<file path="src/rtl/uart_pkg.sv">
// Shared types and constants for the UART receiver.
//   rx_state_t       receiver FSM encoding
//   UART_DATA_BITS   default data bits per frame
//   UART_OVERSAMPLE  default div_clk cycles per bit
//   even_parity()    parity bit that makes the total count of ones even
package uart_pkg;

  localparam int unsigned UART_DATA_BITS  = 8;
  localparam int unsigned UART_OVERSAMPLE = 16;

  typedef enum logic [2:0] {
    IDLE   = 3'd0,
    START  = 3'd1,
    DATA   = 3'd2,
    PARITY = 3'd3,
    STOP   = 3'd4
  } rx_state_t;

  // Callers zero-extend their data word; extra zeros do not change the XOR.
  function automatic logic even_parity(input logic [31:0] d);
    return ^d;
  endfunction

endpackage

</file>
<file path="src/rtl/uart_rx_if.sv">
// Host-side byte handshake of the UART receiver.
//   rx_data   received byte, stable while rx_valid=1
//   rx_valid  holding register contains an unconsumed byte
//   rx_ready  consumer takes rx_data this cycle
// master = receiver side, slave = consumer side.
interface uart_rx_if
  import uart_pkg::*;
#(
  parameter int unsigned DATA_BITS = UART_DATA_BITS
);

  logic [DATA_BITS-1:0] rx_data;
  logic                 rx_valid;
  logic                 rx_ready;

  modport master (
    output rx_data,
    output rx_valid,
    input  rx_ready
  );

  modport slave (
    input  rx_data,
    input  rx_valid,
    output rx_ready
  );

endinterface

</file>
<file path="src/rtl/sync_2ff.sv">
// Two-flop synchroniser for an asynchronous level; resets to 1 (idle line).
//   clk, rst_n  clock and asynchronous active-low reset
//   d           asynchronous input
//   q           synchronised output
module sync_2ff (
  input  logic clk,
  input  logic rst_n,
  input  logic d,
  output logic q
);

  logic meta;

  always_ff @(posedge clk or negedge rst_n) begin
    if (!rst_n) begin
      meta <= 1'b1;
      q    <= 1'b1;
    end else begin
      meta <= d;
      q    <= meta;
    end
  end

endmodule

</file>
<file path="src/rtl/uart_rx.sv">
// 8N1 UART receiver: oversamples rx_serial on div_clk, validates the start
// bit at its centre, samples each data bit at its centre, checks the stop
// bit and hands good bytes to a single holding register (valid/ready).
//   div_clk     OVERSAMPLE x baud clock
//   rst_n       asynchronous active-low reset
//   rx_serial   asynchronous serial line, idle high
//   bus         uart_rx_if.master: rx_data / rx_valid / rx_ready
//   frame_err   one-cycle pulse, stop bit sampled 0
//   overrun     one-cycle pulse, good byte dropped (holding register full)
//   parity_err  one-cycle pulse, even-parity mismatch
//   busy        FSM not in IDLE
// Optional: define UART_RX_PARITY_EN to insert an even-parity bit between
// the data and the stop bit; otherwise parity_err stays 0.
module uart_rx
  import uart_pkg::*;
#(
  parameter int unsigned OVERSAMPLE = UART_OVERSAMPLE,
  parameter int unsigned DATA_BITS  = UART_DATA_BITS
) (
  input  logic      div_clk,
  input  logic      rst_n,
  input  logic      rx_serial,
  uart_rx_if.master bus,
  output logic      frame_err,
  output logic      overrun,
  output logic      parity_err,
  output logic      busy
);

  localparam int unsigned TICK_W = $clog2(OVERSAMPLE);
  localparam int unsigned BIT_W  = $clog2(DATA_BITS + 1);

  localparam logic [TICK_W-1:0] TICK_MID  = TICK_W'(OVERSAMPLE / 2 - 1);
  localparam logic [TICK_W-1:0] TICK_LAST = TICK_W'(OVERSAMPLE - 1);
  localparam logic [BIT_W-1:0]  BIT_LAST  = BIT_W'(DATA_BITS - 1);

  // Input path
  logic       rx_s;
  logic       rx_s_d;
  logic [1:0] warm_q;
  logic       fall_c;

  // FSM and datapath
  rx_state_t            state_q, state_d;
  logic [TICK_W-1:0]    tick_q, tick_d;
  logic [BIT_W-1:0]     bit_q, bit_d;
  logic [DATA_BITS-1:0] shift_q, shift_d;
  logic                 good_q, good_d;
  logic                 ferr_q, ferr_d;
  logic                 perr_q, perr_d;
`ifdef UART_RX_PARITY_EN
  logic                 par_q, par_d;
`endif

  sync_2ff u_sync (
    .clk   (div_clk),
    .rst_n (rst_n),
    .d     (rx_serial),
    .q     (rx_s)
  );

  // Edge-detect flop plus a warm-up count: the synchroniser's reset value of 1
  // must not pair with a line that is already low at reset release.
  always_ff @(posedge div_clk or negedge rst_n) begin
    if (!rst_n) begin
      rx_s_d <= 1'b1;
      warm_q <= 2'd0;
    end else begin
      rx_s_d <= rx_s;
      if (warm_q != 2'd3) begin
        warm_q <= warm_q + 2'd1;
      end
    end
  end

  assign fall_c = (warm_q == 2'd3) && rx_s_d && !rx_s;

  // State and datapath registers
  always_ff @(posedge div_clk or negedge rst_n) begin
    if (!rst_n) begin
      state_q <= IDLE;
      tick_q  <= '0;
      bit_q   <= '0;
      shift_q <= '0;
      good_q  <= 1'b0;
      ferr_q  <= 1'b0;
      perr_q  <= 1'b0;
`ifdef UART_RX_PARITY_EN
      par_q   <= 1'b0;
`endif
    end else begin
      state_q <= state_d;
      tick_q  <= tick_d;
      bit_q   <= bit_d;
      shift_q <= shift_d;
      good_q  <= good_d;
      ferr_q  <= ferr_d;
      perr_q  <= perr_d;
`ifdef UART_RX_PARITY_EN
      par_q   <= par_d;
`endif
    end
  end

  // Next-state and frame-completion decode
  always_comb begin
    state_d = state_q;
    tick_d  = tick_q;
    bit_d   = bit_q;
    shift_d = shift_q;
    good_d  = 1'b0;
    ferr_d  = 1'b0;
    perr_d  = 1'b0;
`ifdef UART_RX_PARITY_EN
    par_d   = par_q;
`endif

    unique case (state_q)
      IDLE: begin
        if (fall_c) begin
          state_d = START;
          tick_d  = '0;
        end
      end

      START: begin
        if (tick_q == TICK_MID) begin
          tick_d = '0;
          if (rx_s) begin
            state_d = IDLE;
          end else begin
            state_d = DATA;
            bit_d   = '0;
          end
        end else begin
          tick_d = tick_q + TICK_W'(1);
        end
      end

      // Shift right so LSB-first data ends up in natural bit order.
      DATA: begin
        if (tick_q == TICK_LAST) begin
          tick_d  = '0;
          shift_d = {rx_s, shift_q[DATA_BITS-1:1]};
          bit_d   = bit_q + BIT_W'(1);
          if (bit_q == BIT_LAST) begin
`ifdef UART_RX_PARITY_EN
            state_d = PARITY;
`else
            state_d = STOP;
`endif
          end
        end else begin
          tick_d = tick_q + TICK_W'(1);
        end
      end

`ifdef UART_RX_PARITY_EN
      PARITY: begin
        if (tick_q == TICK_LAST) begin
          tick_d  = '0;
          par_d   = rx_s;
          state_d = STOP;
        end else begin
          tick_d = tick_q + TICK_W'(1);
        end
      end
`endif

      // Return to IDLE at mid-stop so a following start edge is not missed.
      STOP: begin
        if (tick_q == TICK_LAST) begin
          tick_d  = '0;
          state_d = IDLE;
          if (!rx_s) begin
            ferr_d = 1'b1;
          end
`ifdef UART_RX_PARITY_EN
          else if (par_q != even_parity(32'(shift_q))) begin
            perr_d = 1'b1;
          end
`endif
          else begin
            good_d = 1'b1;
          end
        end else begin
          tick_d = tick_q + TICK_W'(1);
        end
      end

      default: begin
        state_d = IDLE;
        tick_d  = '0;
      end
    endcase
  end

  // Holding register, handshake and status pulses
  always_ff @(posedge div_clk or negedge rst_n) begin
    if (!rst_n) begin
      bus.rx_data  <= '0;
      bus.rx_valid <= 1'b0;
      frame_err    <= 1'b0;
      overrun      <= 1'b0;
      parity_err   <= 1'b0;
      busy         <= 1'b0;
    end else begin
      frame_err  <= ferr_q;
      parity_err <= perr_q;
      overrun    <= 1'b0;
      busy       <= (state_d != IDLE);
      if (good_q) begin
        // A byte consumed in the same cycle frees the slot for the new one.
        if (!bus.rx_valid || bus.rx_ready) begin
          bus.rx_data  <= shift_q;
          bus.rx_valid <= 1'b1;
        end else begin
          overrun <= 1'b1;
        end
      end else if (bus.rx_valid && bus.rx_ready) begin
        bus.rx_valid <= 1'b0;
      end
    end
  end

endmodule

</file>
<file path="src/flat_wrapper.sv">
// flat-port wrapper written by rule: the top's interface ports become plain ports
module uart_rx_flat import uart_pkg::*;
#(
  parameter int unsigned OVERSAMPLE = UART_OVERSAMPLE,
  parameter int unsigned DATA_BITS  = UART_DATA_BITS
)
  (div_clk, rst_n, rx_serial, frame_err, overrun, parity_err, busy, bus_rx_data, bus_rx_valid, bus_rx_ready);
  uart_rx_if #(.DATA_BITS(DATA_BITS)) bus_i ();
  input  logic div_clk;
  input  logic rst_n;
  input  logic rx_serial;
  output logic frame_err;
  output logic overrun;
  output logic parity_err;
  output logic busy;
  output wire logic [$bits(bus_i.rx_data)-1:0] bus_rx_data;
  output wire logic [$bits(bus_i.rx_valid)-1:0] bus_rx_valid;
  input wire logic [$bits(bus_i.rx_ready)-1:0] bus_rx_ready;
  assign bus_rx_data = bus_i.rx_data;
  assign bus_rx_valid = bus_i.rx_valid;
  assign bus_i.rx_ready = bus_rx_ready;
  uart_rx #(.OVERSAMPLE(OVERSAMPLE), .DATA_BITS(DATA_BITS)) u_core (.div_clk(div_clk), .rst_n(rst_n), .rx_serial(rx_serial), .bus(bus_i), .frame_err(frame_err), .overrun(overrun), .parity_err(parity_err), .busy(busy));
endmodule
</file>
<file path="config.mk">
export PLATFORM = sky130hd
export DESIGN_NAME = uart_rx_flat
export DESIGN_NICKNAME = d
export VERILOG_FILES = /design/src/rtl/uart_pkg.sv /design/src/rtl/uart_rx_if.sv /design/src/rtl/sync_2ff.sv /design/src/rtl/uart_rx.sv /design/src/flat_wrapper.sv
export SDC_FILE = /design/constraint.sdc
export NUM_CORES = 1
export LEC_CHECK = 0
export ABC_CLOCK_PERIOD_IN_PS = 2100
export CAP_MARGIN = 20
export CORE_MARGIN = 2
export CORE_UTILIZATION = 54
export DETAILED_ROUTE_END_ITERATION = 6
export PLACE_DENSITY = 0.89
export RECOVER_POWER = 25
export SLEW_MARGIN = 10
export SYNTH_ARGS = -nofsm -noshare
export SYNTH_HDL_FRONTEND = slang
export SYNTH_SLANG_ARGS = --single-unit
</file>
<file path="constraint.sdc">
create_clock -name div_clk -period 2.1 [get_ports div_clk]
set_clock_uncertainty 0.2 [all_clocks]
set_input_delay 0.21 -clock div_clk [delete_from_list [all_inputs] [get_ports div_clk]]
set_output_delay 0.21 -clock div_clk [all_outputs]
set_load 0.005 [all_outputs]
</file>
# Word level (Yosys, flattened, before mapping)

Cells that the tools add are included.

Word-level logic and storage cells: 72
Bits in registers: 38
Output and inout bits: 13

Muxes and demuxes: 26
Reduce and logical (&&, ||, !) cells: 15
Equal/unequal tests: 13
Add/sub/neg operators: 3

Operator list:

| operator              | number |
|---|---|
| $mux W4               | 6 |
| $mux W3               | 5 |
| $pmux W3 S4           | 1 |
| $pmux W4 S3           | 1 |
| $mux W1               | 11 |
| $add A4 B1 Y4 const B | 2 |
| $eq A4 B3 Y1 const B  | 2 |
| $pmux W4 S2           | 1 |
| $ne A2 B1 Y1 const B  | 3 |
| $ne A2 B2 Y1 const B  | 3 |
| $reduce_and A2 Y1     | 3 |
| $eq A4 B4 Y1 const B  | 1 |
| $reduce_and A4 Y1     | 1 |
| $reduce_bool A2 Y1    | 2 |
| $eq A3 B1 Y1 const B  | 1 |
| $eq A3 B2 Y1 const B  | 1 |
| $eq A3 B3 Y1 const B  | 1 |
| $logic_and A1 B1 Y1   | 3 |
| $logic_not A3 Y1      | 1 |
| $reduce_bool A3 Y1    | 1 |
| $add A2 B1 Y2 const B | 1 |
| $eq A2 B2 Y1 const B  | 1 |
| $logic_not A1 Y1      | 2 |
| $mux W2               | 1 |
| 2 further kinds       | 2 |

# Logic depth before layout (Yosys ltp)

Gate-level depths: netlist of the first run.

Depth in word-level cells: 6
Gate-level depth with buffers: 6

# Modules after synthesis

A second synthesis of the first run with hierarchy kept.

Cell total of the unflattened synthesis: 133
Area total of the unflattened synthesis: 1686.6 um2

By module, submodules not included:

| module   | sequential area each (um2) | instances | area an instance (um2) | cells an instance |
|---|---|---|---|---|
| uart_rx  | 902.1                      | 1         | 1634.1                 | 131 |
| sync_2ff | 52.6                       | 1         | 52.6                   | 2 |

# Worst setup path after synthesis of the first run

Ideal clock, no wire load.

Kind: reg2reg
Start point: register u_core.state_q[1]
End point: register u_core.bit_q[2]
Cell stages (with the launch flop): 5
Setup slack: 330 ps
Required time: 1771 ps
Data arrival time: 1441 ps
Clock period less this slack: 1770 ps
Path through: dfrtp_1 > or4b_1 > a211o_1 > o21ai_0 > o21ai_0

Longest elaborated chain between the ends: 3
Elaborated cells between the ends (all ways): 8
Those cells by class: eq/ne (5); mux (1); reduce/logical (2)

RTL lines:

| element                                                     | line           | RTL |
|---|---|---|
| start: declaration                                          | uart_rx.sv:44  | `rx_state_t state_q, state_d;` |
| start signal: assignment                                    | uart_rx.sv:92  | `state_q <= state_d;` |
| $eq A3 B2 Y1 or $eq A3 B1 Y1 (tied branches)                | uart_rx.sv:118 | `unique case (state_q)` |
| $ne A2 B1 Y1 (no source line), or another cell as far along | -              |  |
| $reduce_and A4 Y1 (no source line)                          | -              |  |
| end signal: assignment                                      | uart_rx.sv:94  | `bit_q <= bit_d;` |
| end: declaration                                            | uart_rx.sv:46  | `logic [BIT_W-1:0] bit_q, bit_d;` |

Parallel ways exist; a longest one is shown, timed or not.
A chain may end at the register's enable or synchronous reset.

# Final worst setup path of the first run

Same ends and word-level chain as after synthesis.

==> results of run 1 <==
## power by group through the flow
stage          registers, W  clock network, W  logic, W
2_1_floorplan      0.000855                 0  0.000237
3_3_place_gp       0.000880                 0  0.000297
3_5_place_dp       0.000882                 0  0.000311
4_1_cts            0.000868          0.000396  0.000312
5_1_grt            0.000881          0.000424  0.000342
6_report           0.000870          0.000383  0.000306
## worst max-delay path, cell delays in order (launching register included)
cell and delay [ns]:
dfrtp_1 0.47, or4b_1 0.55, a211o_1 0.33, o21ai_0 0.15
o21ai_0 0.09
## sequential cells by signal (all words and copies together), names as in the netlist
signal,cells
u_core.warm_q,2
u_core.bit_q,4
u_core.bus.rx_data,8
u_core.busy,1
u_core.u_sync.q,1
u_core.tick_q,4
u_core.state_q,3
u_core.overrun,1
u_core.good_q,1
u_core.rx_s_d,1
u_core.u_sync.meta,1
u_core.shift_q,8
u_core.ferr_q,1
u_core.bus.rx_valid,1
u_core.frame_err,1
## metrics by stage
| stage | instance area, um^2 | std cells | power, W | setup WS [ns] |
|---|---|---|---|---|
| after floorplan | 1590 | 143 | 0.00109 | 0.330 |
| after global placement | 1780 | 188 | 0.00118 | 0.282 |
| after detailed placement | 1780 | 188 | 0.00119 | 0.218 |
| after CTS | 1840 | 196 | 0.00158 | 0.200 |
| after global routing | 1840 | 196 | 0.00165 | 0.0303 |
| final | 1840 | 196 | 0.00156 | 0.194 |
## layer usage
layer  wire (um)  global-route usage, %
met5           0                      0
met4          42                   6.98
met3         109                   6.03
met2        1410                   30.7
met1        1180                   23.7
## cell usage after synthesis (3+ instances only)
| master | count | area (um^2) |
|---|---|---|
| mux2_2 | 10 | 113 |
| o21ai_0 | 5 | 25.0 |
| nand2_1 | 31 | 116 |
| dfrtp_1 | 35 | 876 |
| nor2_1 | 8 | 30.0 |
| dfstp_2 | 3 | 78.8 |
| nand3_1 | 3 | 15.0 |
| ha_1 | 3 | 37.5 |
| a21oi_1 | 7 | 35.0 |
| nor3_1 | 3 | 15.0 |
| inv_1 | 3 | 11.3 |
## path summary, 6_finish.rpt
| path | start | slack (ns) | cells past startpoint | end |
|---|---|---|---|---|
| worst min register to register | u_core.u_sync.meta | 0.17 | 0 | u_core.u_sync.q |
| worst max register to register | u_core.state_q[1] | 0.19 | 4 | u_core.bit_q[2] |
| max in group asynchronous | rst_n | 0.83 | 2 | u_core.bus.rx_data[5] |
| min in group asynchronous | rst_n | 0.31 | 2 | u_core.shift_q[0] |
| worst min-delay path | u_core.u_sync.meta | 0.17 | 0 | u_core.u_sync.q |
| worst max-delay path | u_core.state_q[1] | 0.19 | 4 | u_core.bit_q[2] |
## logic make-up after synthesis
logic type / synth area share (%)
flip-flops: 60.1
AND/OR/NAND/NOR: 19.2
AO/OA/AOI/OAI: 7.95
other: 0.236
buffers and inverters: 1.97
adder cells (fa/ha/maj): 2.36
multiplexers: 7.09
XOR/XNOR: 1.10
## cell type report
class,instances,area [um^2]
clock buffers,7,55.1
clock inverters,1,5.00
fillers,219,943
inverters,3,11.3
multi-input cells,98,603
flip-flops and latches,38,955
well taps,31,38.8
repair buffers,18,170
==> impl_metrics.yaml, run 1 <==
clock_network:
  cts_root_buf: "clkbuf_4"
  clock_sinks: 38
  clk_pin_slew_ns: 0.11
  cts_tree: "done"
  postCtsSetupBuffers: 0
  cts_resized: 0
  htreeDepth: 2
  cts_buffers: 5
  ctsLongestPathBuffers: 2
  postCtsHoldBufs: 0
  clk_latency_ns: 0.34
setup_path:
  cp_max_fo: 9
  worst_setup_path_end_kind: "flop"
  cp.required_ns: 2.12
  crit_arrival_ns: 1.93
  worst-setup-path-type: "reg -> reg"
  cp-start-kind: "flop"
synth:
  yosysWarningCount: 0
  synth_seq_area_share_pct: 60.1
  syn_area_mm2: 0.00159
  synth_cell_type_count: 35
  synth_area_per_cell_um2: 11.1
  synth_top_flop_cell: "dfrtp_1"
  async_reset_ff_share_pct: 100
  ys_ff_latch: 38
  synth_nets: 150
  synth-edff-count: 0
  synth_cells: 143
drt:
  detail_route.vias_per_cell: 5.76
  vias: 1128
  routed_wl_um: 2740
  ant_nets: 0
  drc: 0
  drtIter0Drc: 31
  wire_per_inst_um: 14.0
  firstDrtPassIters: 4
sta:
  slew_violations: 0
  whs_ns: 0.166
  setup_viol: 0
  tns_ns: 0
  hold_viol: 0
  max_slew.worst_pin.slew_ns: 0.886
  final.min_clock_period_ns: 1.91
  maxSlewHeadroom_pct: 40.9
  grt_setup_unrepaired: "no"
  max_freq_ghz: 0.525
  fin_crit_sh_pct: 90.8
power:
  combPwrFrac_pct: 19.6
  sw_frac_of_total_pct: 28.6
  pwr-share-clk_pct: 24.6
  power_frac_seq_pct: 55.8
  p_switching_w: 0.000446
  intPower_w: 0.00111
  power_density_mw_per_mm2: 849
  leakagePower_nw: 0.873
  ir_worst_vdd_v: 0.000853
floorplan:
  io_pins: 17
  coreArea_mm2: 0.00278
  dieWidth_um: 58.2
  die_y_um: 58.2
  die-area_mm2: 0.00339
  start_util_pct: 57.1
  row_count: 19
worst_hold_path:
  hp-class: "reg -> reg"
cells_and_area:
  layout-drive-gt1-share_pct: 16.4
  mostFrequentLayoutCell: "dfrtp_1"
  diodes: 0
  finalNetCount: 171
  final_cell_mix: "dfrtp_1, nand2_1, clkdlybuf4s50_1, mux2_2, nor2_1"
  fin_util_pct: 66.1
  syn_to_final_growth_pct: 15.7
global_route:
  grt_pass1_vias: 1121
  grt_max_degree: 39
  grt.overflow.total: 0
  grt.total_usage_pct: 18.9
  grt_first_pass_wirelength_um: 4790
  antenna_found_initial: 0
status:
  outcome: "complete, no violations"
placed_design:
  gp_congestion: 0.848
  io_buffers: 15
  hpwl_um: 2040
run:
  drv_cap: 0
No activity file was read; power rests on OpenSTA's default activity.
==> run 2: changes to the inputs <==
--- a/config.mk
+++ b/config.mk
@@ -16,3 +16,4 @@
 export SYNTH_ARGS = -nofsm -noshare
 export SYNTH_HDL_FRONTEND = slang
 export SYNTH_SLANG_ARGS = --single-unit
+export TNS_END_PERCENT = 30
==> results of run 2 <==
No change in the layout: final DEF, timing and power equal those of run 1.
==> run 3: changes to the inputs <==
--- a/config.mk
+++ b/config.mk
@@ -5,11 +5,12 @@
 export SDC_FILE = /design/constraint.sdc
 export NUM_CORES = 1
 export LEC_CHECK = 0
-export ABC_CLOCK_PERIOD_IN_PS = 2100
+export ABC_CLOCK_PERIOD_IN_PS = 1800
 export CAP_MARGIN = 20
-export CORE_MARGIN = 2
+export CORE_MARGIN = 10
 export CORE_UTILIZATION = 54
 export DETAILED_ROUTE_END_ITERATION = 6
+export MAX_ROUTING_LAYER = met4
 export PLACE_DENSITY = 0.89
 export RECOVER_POWER = 25
 export SLEW_MARGIN = 10
==> constraint.sdc (replaced) <==
create_clock -name div_clk -period 1.8 [get_ports div_clk]
set_clock_uncertainty 0.2 [all_clocks]
set_input_delay 0.18 -clock div_clk [delete_from_list [all_inputs] [get_ports div_clk]]
set_output_delay 0.18 -clock div_clk [all_outputs]
set_load 0.005 [all_outputs]
==> run 3 against run 2 <==
  * Non-clock buffer count rose by 12
  * Critical path type unchanged
  * Critical endpoint unchanged
  * Final cell count increased by 6.1%
  * Largest power group unchanged
  * Critical path depth unchanged
==> impl_metrics.yaml, run 3 (synthesis results as in run 1) <==
floorplan:
  coreArea_mm2: 0.00278
  start_util_pct: 57.1
  die-area_mm2: 0.00551
  die_y_um: 74.2
  dieWidth_um: 74.2
  row_count: 19
  io_pins: 17
sta:
  maxSlewHeadroom_pct: 46.2
  tns_ns: 0
  max_slew.worst_pin.slew_ns: 0.806
  grt_setup_unrepaired: "yes"
  slew_violations: 0
  setup_viol: 0
  max_freq_ghz: 0.563
  fin_crit_sh_pct: 98.7
  final.min_clock_period_ns: 1.78
  hold_viol: 0
drt:
  vias: 1153
  drc: 0
  routed_wl_um: 3110
  detail_route.vias_per_cell: 5.54
  drtIter0Drc: 79
  firstDrtPassIters: 4
  ant_nets: 0
  wire_per_inst_um: 14.9
cells_and_area:
  final_cell_mix: "dfrtp_1, nand2_1, clkdlybuf4s50_1, buf_4, mux2_2"
  final_area_mm2: 0.00193
  largestRegisters: "u_core.bus.rx_data x8, u_core.shift_q x8"
  finalNetCount: 183
  fillers: 198
  syn_to_final_growth_pct: 21.7
  diodes: 0
  fin_cells: 208
  mostFrequentLayoutCell: "dfrtp_1"
  layout-drive-gt1-share_pct: 22.0
setup_path:
  crit_arrival_ns: 1.80
  crit_path_frequent_cell: "o21ai_1"
  path_buf_inv: 0
  critPathSlowestCell: "or4b_1"
  cp_cell_sequence: "or4b_1 > a211o_1 > o21ai_1 > o21ai_1"
  worst-setup-path-type: "reg -> reg"
  crit_start: "u_core.u_sync.q"
  cp-start-kind: "flop"
  slowest_delay_ns: 0.52
  cpLargestDelayFamily: "compound AO/OA/AOI/OAI gates"
  r2r_start: "u_core.u_sync.q"
  worst_setup_path_end_kind: "flop"
  cp.required_ns: 1.83
  cp_max_fo: 5
global_route:
  grt_pass1_vias: 1142
  grt.overflow.total: 0
  grt_max_degree: 39
  antenna_found_initial: 0
  grt_first_pass_wirelength_um: 5220
  grt.total_usage_pct: 12.5
placed_design:
  io_buffers: 15
  dpl.cell_count: 197
  gp_congestion: 0.994
  dpl_cell_area_mm2: 0.00186
  hpwl_um: 2280
clock_network:
  clock_sinks: 38
  cts_root_buf: "clkbuf_4"
  ctsLongestPathBuffers: 2
  htreeDepth: 2
  cts_tree: "done"
  clk_pin_slew_ns: 0.11
  clk_latency_ns: 0.34
  cts_buffers: 5
run:
  drv_cap: 0
worst_hold_path:
  hold_start: "u_core.ferr_q"
  hp-class: "reg -> reg"
power:
  leakagePower_nw: 0.921
  power_density_mw_per_mm2: 963
  ir_worst_vdd_v: 0.000889
status:
  outcome: "complete, no violations"
## run 3: cell count changes in the layout (fill, tap and decap cells not counted), moves of 2 or more
cell      delta
a21oi_1      -2
o21ai_1      +3
clkbuf_1     +2
a21oi_2      +2
buf_4       +11
o21ai_0      -3
## run 3: cell type report
cell class | instances | area (um^2) | area share, %
multi-input combinational | 98 | 618 | 32.0
tap | 31 | 38.8 | 2.01
inverter | 3 | 11.3 | 0.582
clock buffer | 8 | 48.8 | 2.52
timing repair buffer | 30 | 263 | 13.6
sequential | 38 | 955 | 49.4
## run 3: timing repair
item,in CTS,in global routing
hold buffers,0,1
pin swaps,4,5
gates cloned,0,0
buffers inserted,0,2
hold endpoints to repair,0,6
setup endpoints to repair,2,14
gates resized for setup,4,3
## run 3: metrics by stage
stage	hold slack (ns)	utilization (%)	total power (W)	setup slack (ns)
after CTS	0.00360	68.8	0.00186	-0.0220
after global placement	0.137	66.9	0.00142	0.0509
after global routing	0.167	69.5	0.00197	-0.0586
after floorplan	-0.316	-	0.00127	0.0298
final	0.167	69.5	0.00186	0.0235
after detailed placement	0.148	66.9	0.00145	-0.0103
## run 3: worst reg2reg max path: stages, from the launching register on
cell and delay, ns:
dfstp_1 0.39, or4b_1 0.52, a211o_1 0.34, o21ai_1 0.14
o21ai_1 0.08
## run 3: per-layer routing
layer  wire (um)  track usage [%]  part of all wire [%]  vias to the layer above
met5           0                -                     0                        -
met4          45             5.49                   1.4                        0
met3         222             4.79                   7.1                        6
met2        1510             19.6                    49                       29
met1        1330             13.8                    43                      558
li1            -                -                     -                      560
## run 3: worst paths after layout
check | endpoint | slack (ns) | cells after the start
worst max register to register | u_core.bit_q[2] | 0.02 | 4
min in group asynchronous | u_core.bus.rx_data[0] | 0.72 | 3
max in group asynchronous | u_core.bus.rx_data[6] | 0.17 | 3
worst max-delay path | u_core.bit_q[2] | 0.02 | 4
worst min register to register | u_core.frame_err | 0.17 | 0
worst min-delay path | u_core.frame_err | 0.17 | 0
## run 3: report_power, final
part	leakage [nW]	total (W)	switching (W)	internal, W
registers	0.498	0.000993	0.0000635	0.000930
logic	0.396	0.000455	0.000223	0.000231
clock network	0.0265	0.000415	0.000259	0.000156
